### config.mk
export PLATFORM = sky130hd
export DESIGN_NAME = hazard_ctrl
export DESIGN_NICKNAME = d
export VERILOG_FILES = /design/src/rtl/hazard_pkg.sv /design/src/rtl/hazard_ctrl_fwd_sel.sv /design/src/rtl/hazard_ctrl.sv
export SDC_FILE = /design/constraint.sdc
export NUM_CORES = 1
export LEC_CHECK = 0
export CAP_MARGIN = 20
export CORE_UTILIZATION = 40
export CTS_CLUSTER_DIAMETER = 60
export DETAILED_ROUTE_END_ITERATION = 10
export PLACE_DENSITY = 0.76
export SETUP_SLACK_MARGIN = 0.5
export SYNTH_ARGS = -nofsm -noshare
export SYNTH_HDL_FRONTEND = slang
export SYNTH_HIERARCHICAL = 1
export SYNTH_SLANG_ARGS = --single-unit
### constraint.sdc
create_clock -name clk -period 3.1 [get_ports clk]
set_input_delay 0.775 -clock clk [delete_from_list [all_inputs] [get_ports clk]]
set_output_delay 0.775 -clock clk [all_outputs]
set_load 0.01 [all_outputs]
### src/rtl/hazard_pkg.sv
// Shared encodings for the hazard/pipeline-control slice: forward selects,
// multi-cycle FSM states and the per-stage enable/clear bundle.
package hazard_pkg;

    localparam logic [1:0] FWD_REG = 2'd0;
    localparam logic [1:0] FWD_EXE = 2'd1;
    localparam logic [1:0] FWD_MEM = 2'd2;
    localparam logic [1:0] FWD_WB  = 2'd3;

    typedef enum logic {
        MC_IDLE = 1'b0,
        MC_BUSY = 1'b1
    } mc_state_e;

    typedef struct packed {
        logic if_en;
        logic id_en;
        logic exe_en;
        logic mem_en;
        logic wb_en;
        logic if_rst;
        logic id_rst;
        logic exe_rst;
        logic mem_rst;
        logic wb_rst;
    } ctrl_t;

    localparam ctrl_t CTRL_RUN = '{if_en: 1'b1, id_en: 1'b1, exe_en: 1'b1,
                                   mem_en: 1'b1, wb_en: 1'b1, default: 1'b0};

endpackage

### src/rtl/hazard_ctrl_fwd_sel.sv
// Per-source operand forward resolver; youngest matching producer wins and
// register $0 is never forwarded.
module fwd_sel
    import hazard_pkg::*;
#(
    parameter int unsigned ADDR_W = 5
) (
    input  logic [ADDR_W-1:0] src_addr_i,
    input  logic              exe_wen_i,
    input  logic [ADDR_W-1:0] exe_waddr_i,
    input  logic              exe_is_load_i,
    input  logic              mem_wen_i,
    input  logic [ADDR_W-1:0] mem_waddr_i,
    input  logic              wb_wen_i,
    input  logic [ADDR_W-1:0] wb_waddr_i,
    output logic [1:0]        sel_o
);

    always_comb begin
        sel_o = FWD_REG;
        if (src_addr_i != '0) begin
            // A load in EXE has no data yet; the stall or store path covers it.
            if (exe_wen_i && (exe_waddr_i == src_addr_i)) begin
                sel_o = exe_is_load_i ? FWD_REG : FWD_EXE;
            end else if (mem_wen_i && (mem_waddr_i == src_addr_i)) begin
                sel_o = FWD_MEM;
            end else if (wb_wen_i && (wb_waddr_i == src_addr_i)) begin
                sel_o = FWD_WB;
            end
        end
    end

endmodule

### src/rtl/hazard_ctrl.sv
// Hazard and pipeline-control unit for the 5-stage MIPS core: forwarding,
// load-use stall, branch flush, multi-cycle interlock, debug step, stall counter.
module hazard_ctrl
    import hazard_pkg::*;
#(
    parameter int unsigned ADDR_W     = 5,
    parameter int unsigned MC_LAT     = 4,
    parameter int unsigned DELAY_SLOT = 0,
    parameter int unsigned CNT_W      = 16
) (
    input  logic              clk,
    input  logic              rst_n,
    input  logic              debug_en,
    input  logic              debug_step,
    input  logic [ADDR_W-1:0] id_rs_addr,
    input  logic [ADDR_W-1:0] id_rt_addr,
    input  logic              id_rs_used,
    input  logic              id_rt_used,
    input  logic              id_is_store,
    input  logic              id_is_mc,
    input  logic              exe_wen,
    input  logic              mem_wen,
    input  logic              wb_wen,
    input  logic [ADDR_W-1:0] exe_waddr,
    input  logic [ADDR_W-1:0] mem_waddr,
    input  logic [ADDR_W-1:0] wb_waddr,
    input  logic              exe_is_load,
    input  logic              branch_taken_exe,
    output logic [1:0]        fwd_a_sel,
    output logic [1:0]        fwd_b_sel,
    output logic              fwd_store_m,
    output logic              if_en,
    output logic              id_en,
    output logic              exe_en,
    output logic              mem_en,
    output logic              wb_en,
    output logic              if_rst,
    output logic              id_rst,
    output logic              exe_rst,
    output logic              mem_rst,
    output logic              wb_rst,
    output logic              mc_busy,
    output logic [CNT_W-1:0]  stall_cycles
);

    localparam int unsigned MC_CNT_W = $clog2(MC_LAT);

    mc_state_e            state_q;
    logic [MC_CNT_W-1:0]  mc_cnt_q;
    logic                 step_prev_q;
    logic [CNT_W-1:0]     stall_q;

    logic [1:0] a_sel;
    logic [1:0] b_sel;
    logic       exe_ld_prod;
    logic       lu_hit;
    logic       store_hit;
    logic       freeze;
    logic       stall_evt;
    logic       mc_issue;
    ctrl_t      ctrl;

    fwd_sel #(.ADDR_W(ADDR_W)) u_fwd_rs (
        .src_addr_i   (id_rs_addr),
        .exe_wen_i    (exe_wen),
        .exe_waddr_i  (exe_waddr),
        .exe_is_load_i(exe_is_load),
        .mem_wen_i    (mem_wen),
        .mem_waddr_i  (mem_waddr),
        .wb_wen_i     (wb_wen),
        .wb_waddr_i   (wb_waddr),
        .sel_o        (a_sel)
    );

    fwd_sel #(.ADDR_W(ADDR_W)) u_fwd_rt (
        .src_addr_i   (id_rt_addr),
        .exe_wen_i    (exe_wen),
        .exe_waddr_i  (exe_waddr),
        .exe_is_load_i(exe_is_load),
        .mem_wen_i    (mem_wen),
        .mem_waddr_i  (mem_waddr),
        .wb_wen_i     (wb_wen),
        .wb_waddr_i   (wb_waddr),
        .sel_o        (b_sel)
    );

    assign exe_ld_prod = exe_is_load && exe_wen && (exe_waddr != '0);
    assign lu_hit      = exe_ld_prod &&
                         ((id_rs_used && (id_rs_addr == exe_waddr)) ||
                          (id_rt_used && (id_rt_addr == exe_waddr) && !id_is_store));
    assign store_hit   = exe_ld_prod && id_is_store && (id_rt_addr == exe_waddr);
    assign freeze      = debug_en && !(debug_step && !step_prev_q);

    always_comb begin
        ctrl      = CTRL_RUN;
        stall_evt = 1'b0;
        mc_issue  = 1'b0;
        if (!rst_n) begin
            ctrl.if_rst  = 1'b1;
            ctrl.id_rst  = 1'b1;
            ctrl.exe_rst = 1'b1;
            ctrl.mem_rst = 1'b1;
            ctrl.wb_rst  = 1'b1;
        end else if (freeze) begin
            ctrl.if_en  = 1'b0;
            ctrl.id_en  = 1'b0;
            ctrl.exe_en = 1'b0;
            ctrl.mem_en = 1'b0;
            ctrl.wb_en  = 1'b0;
        end else if (state_q == MC_BUSY) begin
            ctrl.if_en   = 1'b0;
            ctrl.id_en   = 1'b0;
            ctrl.exe_en  = 1'b0;
            ctrl.mem_rst = 1'b1;
            stall_evt    = 1'b1;
        end else if (branch_taken_exe) begin
            ctrl.id_rst = 1'b1;
            if (DELAY_SLOT == 0) begin
                ctrl.exe_rst = 1'b1;
            end
        end else if (lu_hit) begin
            ctrl.if_en   = 1'b0;
            ctrl.id_en   = 1'b0;
            ctrl.exe_rst = 1'b1;
            stall_evt    = 1'b1;
        end else begin
            mc_issue = id_is_mc;
        end
    end

    always_ff @(posedge clk) begin
        if (!rst_n) begin
            state_q     <= MC_IDLE;
            mc_cnt_q    <= '0;
            step_prev_q <= 1'b0;
            stall_q     <= '0;
        end else begin
            step_prev_q <= debug_step;
            if (!freeze) begin
                case (state_q)
                    MC_IDLE: begin
                        if (mc_issue) begin
                            state_q  <= MC_BUSY;
                            mc_cnt_q <= MC_CNT_W'(MC_LAT - 2);
                        end
                    end
                    MC_BUSY: begin
                        if (mc_cnt_q == '0) begin
                            state_q <= MC_IDLE;
                        end else begin
                            mc_cnt_q <= mc_cnt_q - MC_CNT_W'(1);
                        end
                    end
                    default: state_q <= MC_IDLE;
                endcase
                if (stall_evt && (stall_q != '1)) begin
                    stall_q <= stall_q + CNT_W'(1);
                end
            end
        end
    end

    assign fwd_a_sel    = rst_n ? a_sel : FWD_REG;
    assign fwd_b_sel    = rst_n ? b_sel : FWD_REG;
    assign fwd_store_m  = rst_n && store_hit;
    assign if_en        = ctrl.if_en;
    assign id_en        = ctrl.id_en;
    assign exe_en       = ctrl.exe_en;
    assign mem_en       = ctrl.mem_en;
    assign wb_en        = ctrl.wb_en;
    assign if_rst       = ctrl.if_rst;
    assign id_rst       = ctrl.id_rst;
    assign exe_rst      = ctrl.exe_rst;
    assign mem_rst      = ctrl.mem_rst;
    assign wb_rst       = ctrl.wb_rst;
    assign mc_busy      = (state_q == MC_BUSY);
    assign stall_cycles = stall_q;

endmodule

==> results.py <==
metrics = {
    "drt": {
        "drc_errors": 0,
        "vias": 2167,
        "dr.first_iter.drc_count": 266,
        "drt_pass1_iterations": 4,
        "vias_per_cell": 5.63,
        "total_wirelength_of_the_detailed_routed_design_um": 6350,
        "route.antenna.remaining_nets": 0,
        "detail_route.wl_per_cell_um": 16.5,
    },
    "cts": {
        "clkSlewWorstSetupHoldPaths_ns": 0.09,
        "clock-sinks": 20,
        "cts_max_level": 1,
        "bufs_on_longest_clock_path": 2,
        "cts_tree": "done",
        "ctsHoldBuffers": 0,
        "tritoncts.num_buffers": 3,
        "clkLatencyLatePin_ns": 0.26,
        "clockRootBuffer": "sky130_fd_sc_hd__clkbuf_8",
    },
    "floorplan": {
        "floorplan.die.width_um": 66.6,
        "floorplan.rows": 23,
        "design.die.area_um2": 4440,
        "die_h_um": 66.6,
        "top_level_ports": 70,
        "placeableCoreArea_um2": 4000,
        "initial_utilization_pct": 41.8,
    },
    "timing": {
        "count_of_pins_over_their_slew_limit": 0,
        "worstMarginPinSlew_ns": 0.501,
        "finalHoldViolations": 0,
        "fin_worst_hold_slack_ns": 0.482,
        "final.period_utilization_pct": 96.4,
        "max_frequency_mhz": 334,
        "layout_min_cycle_time_ns": 2.99,
        "setup_ws_ns": 0.110,
        "rsz0062_at_grt": "yes",
        "timing.clock.skew_ns": 0.0104,
        "setup_viol_count_final": 0,
        "slew_headroom_pct": 66.4,
        "timing.setup.tns_ns": 0,
    },
    "synth": {
        "synth-edff-count": 0,
        "synth_seq_cells": 20,
        "post_synth_main_area_contributors": "sky130_fd_sc_hd__dfxtp_1, sky130_fd_sc_hd__xor2_1, sky130_fd_sc_hd__xnor2_1, sky130_fd_sc_hd__nand2_1, sky130_fd_sc_hd__a21oi_1",
        "async_sr_flop_fraction_pct": 0,
        "synth_flop_cell": "sky130_fd_sc_hd__dfxtp_1",
        "synth_area_leader_cell": "sky130_fd_sc_hd__dfxtp_1",
        "post_synth.cell_area_avg_um2": 7.77,
        "yosys-top-cells-count": "sky130_fd_sc_hd__xor2_1, sky130_fd_sc_hd__dfxtp_1, sky130_fd_sc_hd__nand2_1",
        "mappedNetlistArea_um2": 1670,
        "netlist_instances": 215,
        "netlist-cell-type-count": 37,
        "yosys_warnings": 6,
        "post-synth-top-area-fraction_pct": 24.0,
        "yosysSeqAreaShare_pct": 24.0,
        "synth.most_common_cell": "sky130_fd_sc_hd__xor2_1",
        "synthesis.nets": 255,
    },
    "setup_path": {
        "timing_worst_setup_path_type": "in -> out",
        "worstSetupEndpointType": "primary output",
        "critical_path_peak_fanout": 4,
        "critPathArrivalTime_ns": 2.21,
        "critPathRequiredTime_ns": 2.32,
        "setup.worst_path.start_class": "primary input",
    },
    "grt": {
        "grt_first_pass_wirelength_um": 8480,
        "gr-total-overflow": 0,
        "grt_max_degree": 15,
        "vias_in_the_first_global_route": 1966,
        "number_of_antenna_violations_at_the_first_check_in_global_routing": 0,
        "groute.usage.overall_pct": 24.5,
    },
    "power": {
        "static-leakage-power_uw": 0.00126,
        "power_density_nw_per_um2": 252,
        "ir_worst_vdd_v": 0.000185,
    },
    "cells_and_area": {
        "num-fill-cells": 255,
        "multi_input_area_um2": 1350,
        "num-nets-final": 376,
        "diodes": 0,
        "drive_above_1_share_pct": 38.8,
        "area_growth_pct": 85.4,
        "layout.area.seq_um2": 400,
    },
    "job": {
        "cap_violations": 0,
    },
    "place": {
        "globalplace.congestion": 0.790,
        "detailed_place_hpwl_um": 3730,
        "buffer_ports.inserted": 69,
        "pre_cts_slack_ns": -0.751,
    },
    "run_status": {
        "outcome": "finished, final reports clean",
    },
    "hold_path": {
        "worstHoldPathType": "reg -> reg",
    },
}
==> metrics by stage <==
step | area, um^2 | instances | utilization, % | total power, uW
2_1_floorplan | 1700 | 215 | - | 350
3_3_place_gp | 2690 | 365 | 67.3 | 481
3_5_place_dp | 2690 | 365 | 67.3 | 484
4_1_cts | 2970 | 384 | 74.3 | 762
5_1_grt | 3100 | 385 | 77.4 | 811
6_report | 3100 | 385 | 77.4 | 781
==> layout by cell type, fill, tap and decap left out, types with 6 or more instances in the layout <==
| cell | n |
|---|---|
| sky130_fd_sc_hd__buf_4 | 39 |
| sky130_fd_sc_hd__clkdlybuf4s50_1 | 23 |
| sky130_fd_sc_hd__buf_6 | 22 |
| sky130_fd_sc_hd__xor2_1 | 22 |
| sky130_fd_sc_hd__dfxtp_1 | 20 |
| sky130_fd_sc_hd__nand2_1 | 17 |
| sky130_fd_sc_hd__xnor2_1 | 12 |
| sky130_fd_sc_hd__nor2_1 | 12 |
| sky130_fd_sc_hd__nand3_1 | 11 |
| sky130_fd_sc_hd__buf_2 | 10 |
| sky130_fd_sc_hd__dlygate4sd2_1 | 9 |
| sky130_fd_sc_hd__a21oi_1 | 8 |
| sky130_fd_sc_hd__o31ai_1 | 7 |
| sky130_fd_sc_hd__o21ai_0 | 6 |
| sky130_fd_sc_hd__inv_1 | 6 |
| sky130_fd_sc_hd__clkdlybuf4s15_1 | 6 |
==> critical path, cell delays in order <==
cell                      delay [ns]
sky130_fd_sc_hd__buf_6          0.11
sky130_fd_sc_hd__xor2_1         0.16
sky130_fd_sc_hd__nor4_2         0.35
sky130_fd_sc_hd__nand3_1        0.14
sky130_fd_sc_hd__or3b_1         0.38
sky130_fd_sc_hd__o21ai_2        0.07
sky130_fd_sc_hd__and2_4         0.15
sky130_fd_sc_hd__buf_6          0.09
==> cell families after synthesis <==
family / count (synthesis) / share of synthesized area (%)
compound gates: 45 / 18.1
mux: 2 / 1.20
xor+xnor: 41 / 21.5
flops: 20 / 24.0
fa+ha+maj: 2 / 1.50
simple gates: 89 / 28.0
buf+inv: 16 / 5.77
==> cell type report <==
class / count / area share, %
clock buffer: 3 / 1.33
inverter: 7 / 0.929
tap: 50 / 2.02
timing repair buffer: 125 / 38.1
multi-input combinational: 179 / 43.7
sequential: 20 / 12.9
clock inverter: 1 / 0.970
==> power by group <==
part,internal [uW],switching (uW),total [uW]
logic,142,112,254
clock network,172,94.1,267
registers,259,2.04,261
==> worst paths after layout <==
check | start | endpoint | slack [ns] | cells past startpoint
hold / removal | mc_cnt_q[1] | mc_cnt_q[1] | 0.48 | 1
hold reg to reg | mc_cnt_q[1] | mc_cnt_q[1] | 0.48 | 1
setup / recovery | exe_waddr[3] | fwd_a_sel[0] | 0.11 | 8
setup reg to reg | stall_cycles[0] | stall_cycles[9] | 0.67 | 9
==> registers in the layout, summed over array words and instances (netlist names) <==
name          cells
mc_cnt_q          2
stall_cycles     16
mc_busy           1
step_prev_q       1
==> routing by layer <==
metal | part of all wire (%) | wire, um | track usage (%)
met1 | 38 | 2400 | 30.7
met2 | 52 | 3310 | 43.3
met3 | 7.2 | 460 | 3.60
met4 | 2.8 | 176 | 5.85
met5 | 0 | 0 | 0
==> repair_timing <==
item,4_1_cts,5_1_grt
pin swaps,36,26
cloned,2,1
gates resized for setup,162,42
buffers inserted,13,0
endpoints found under the setup margin,31,27
(Power assumes the default switching activity.)
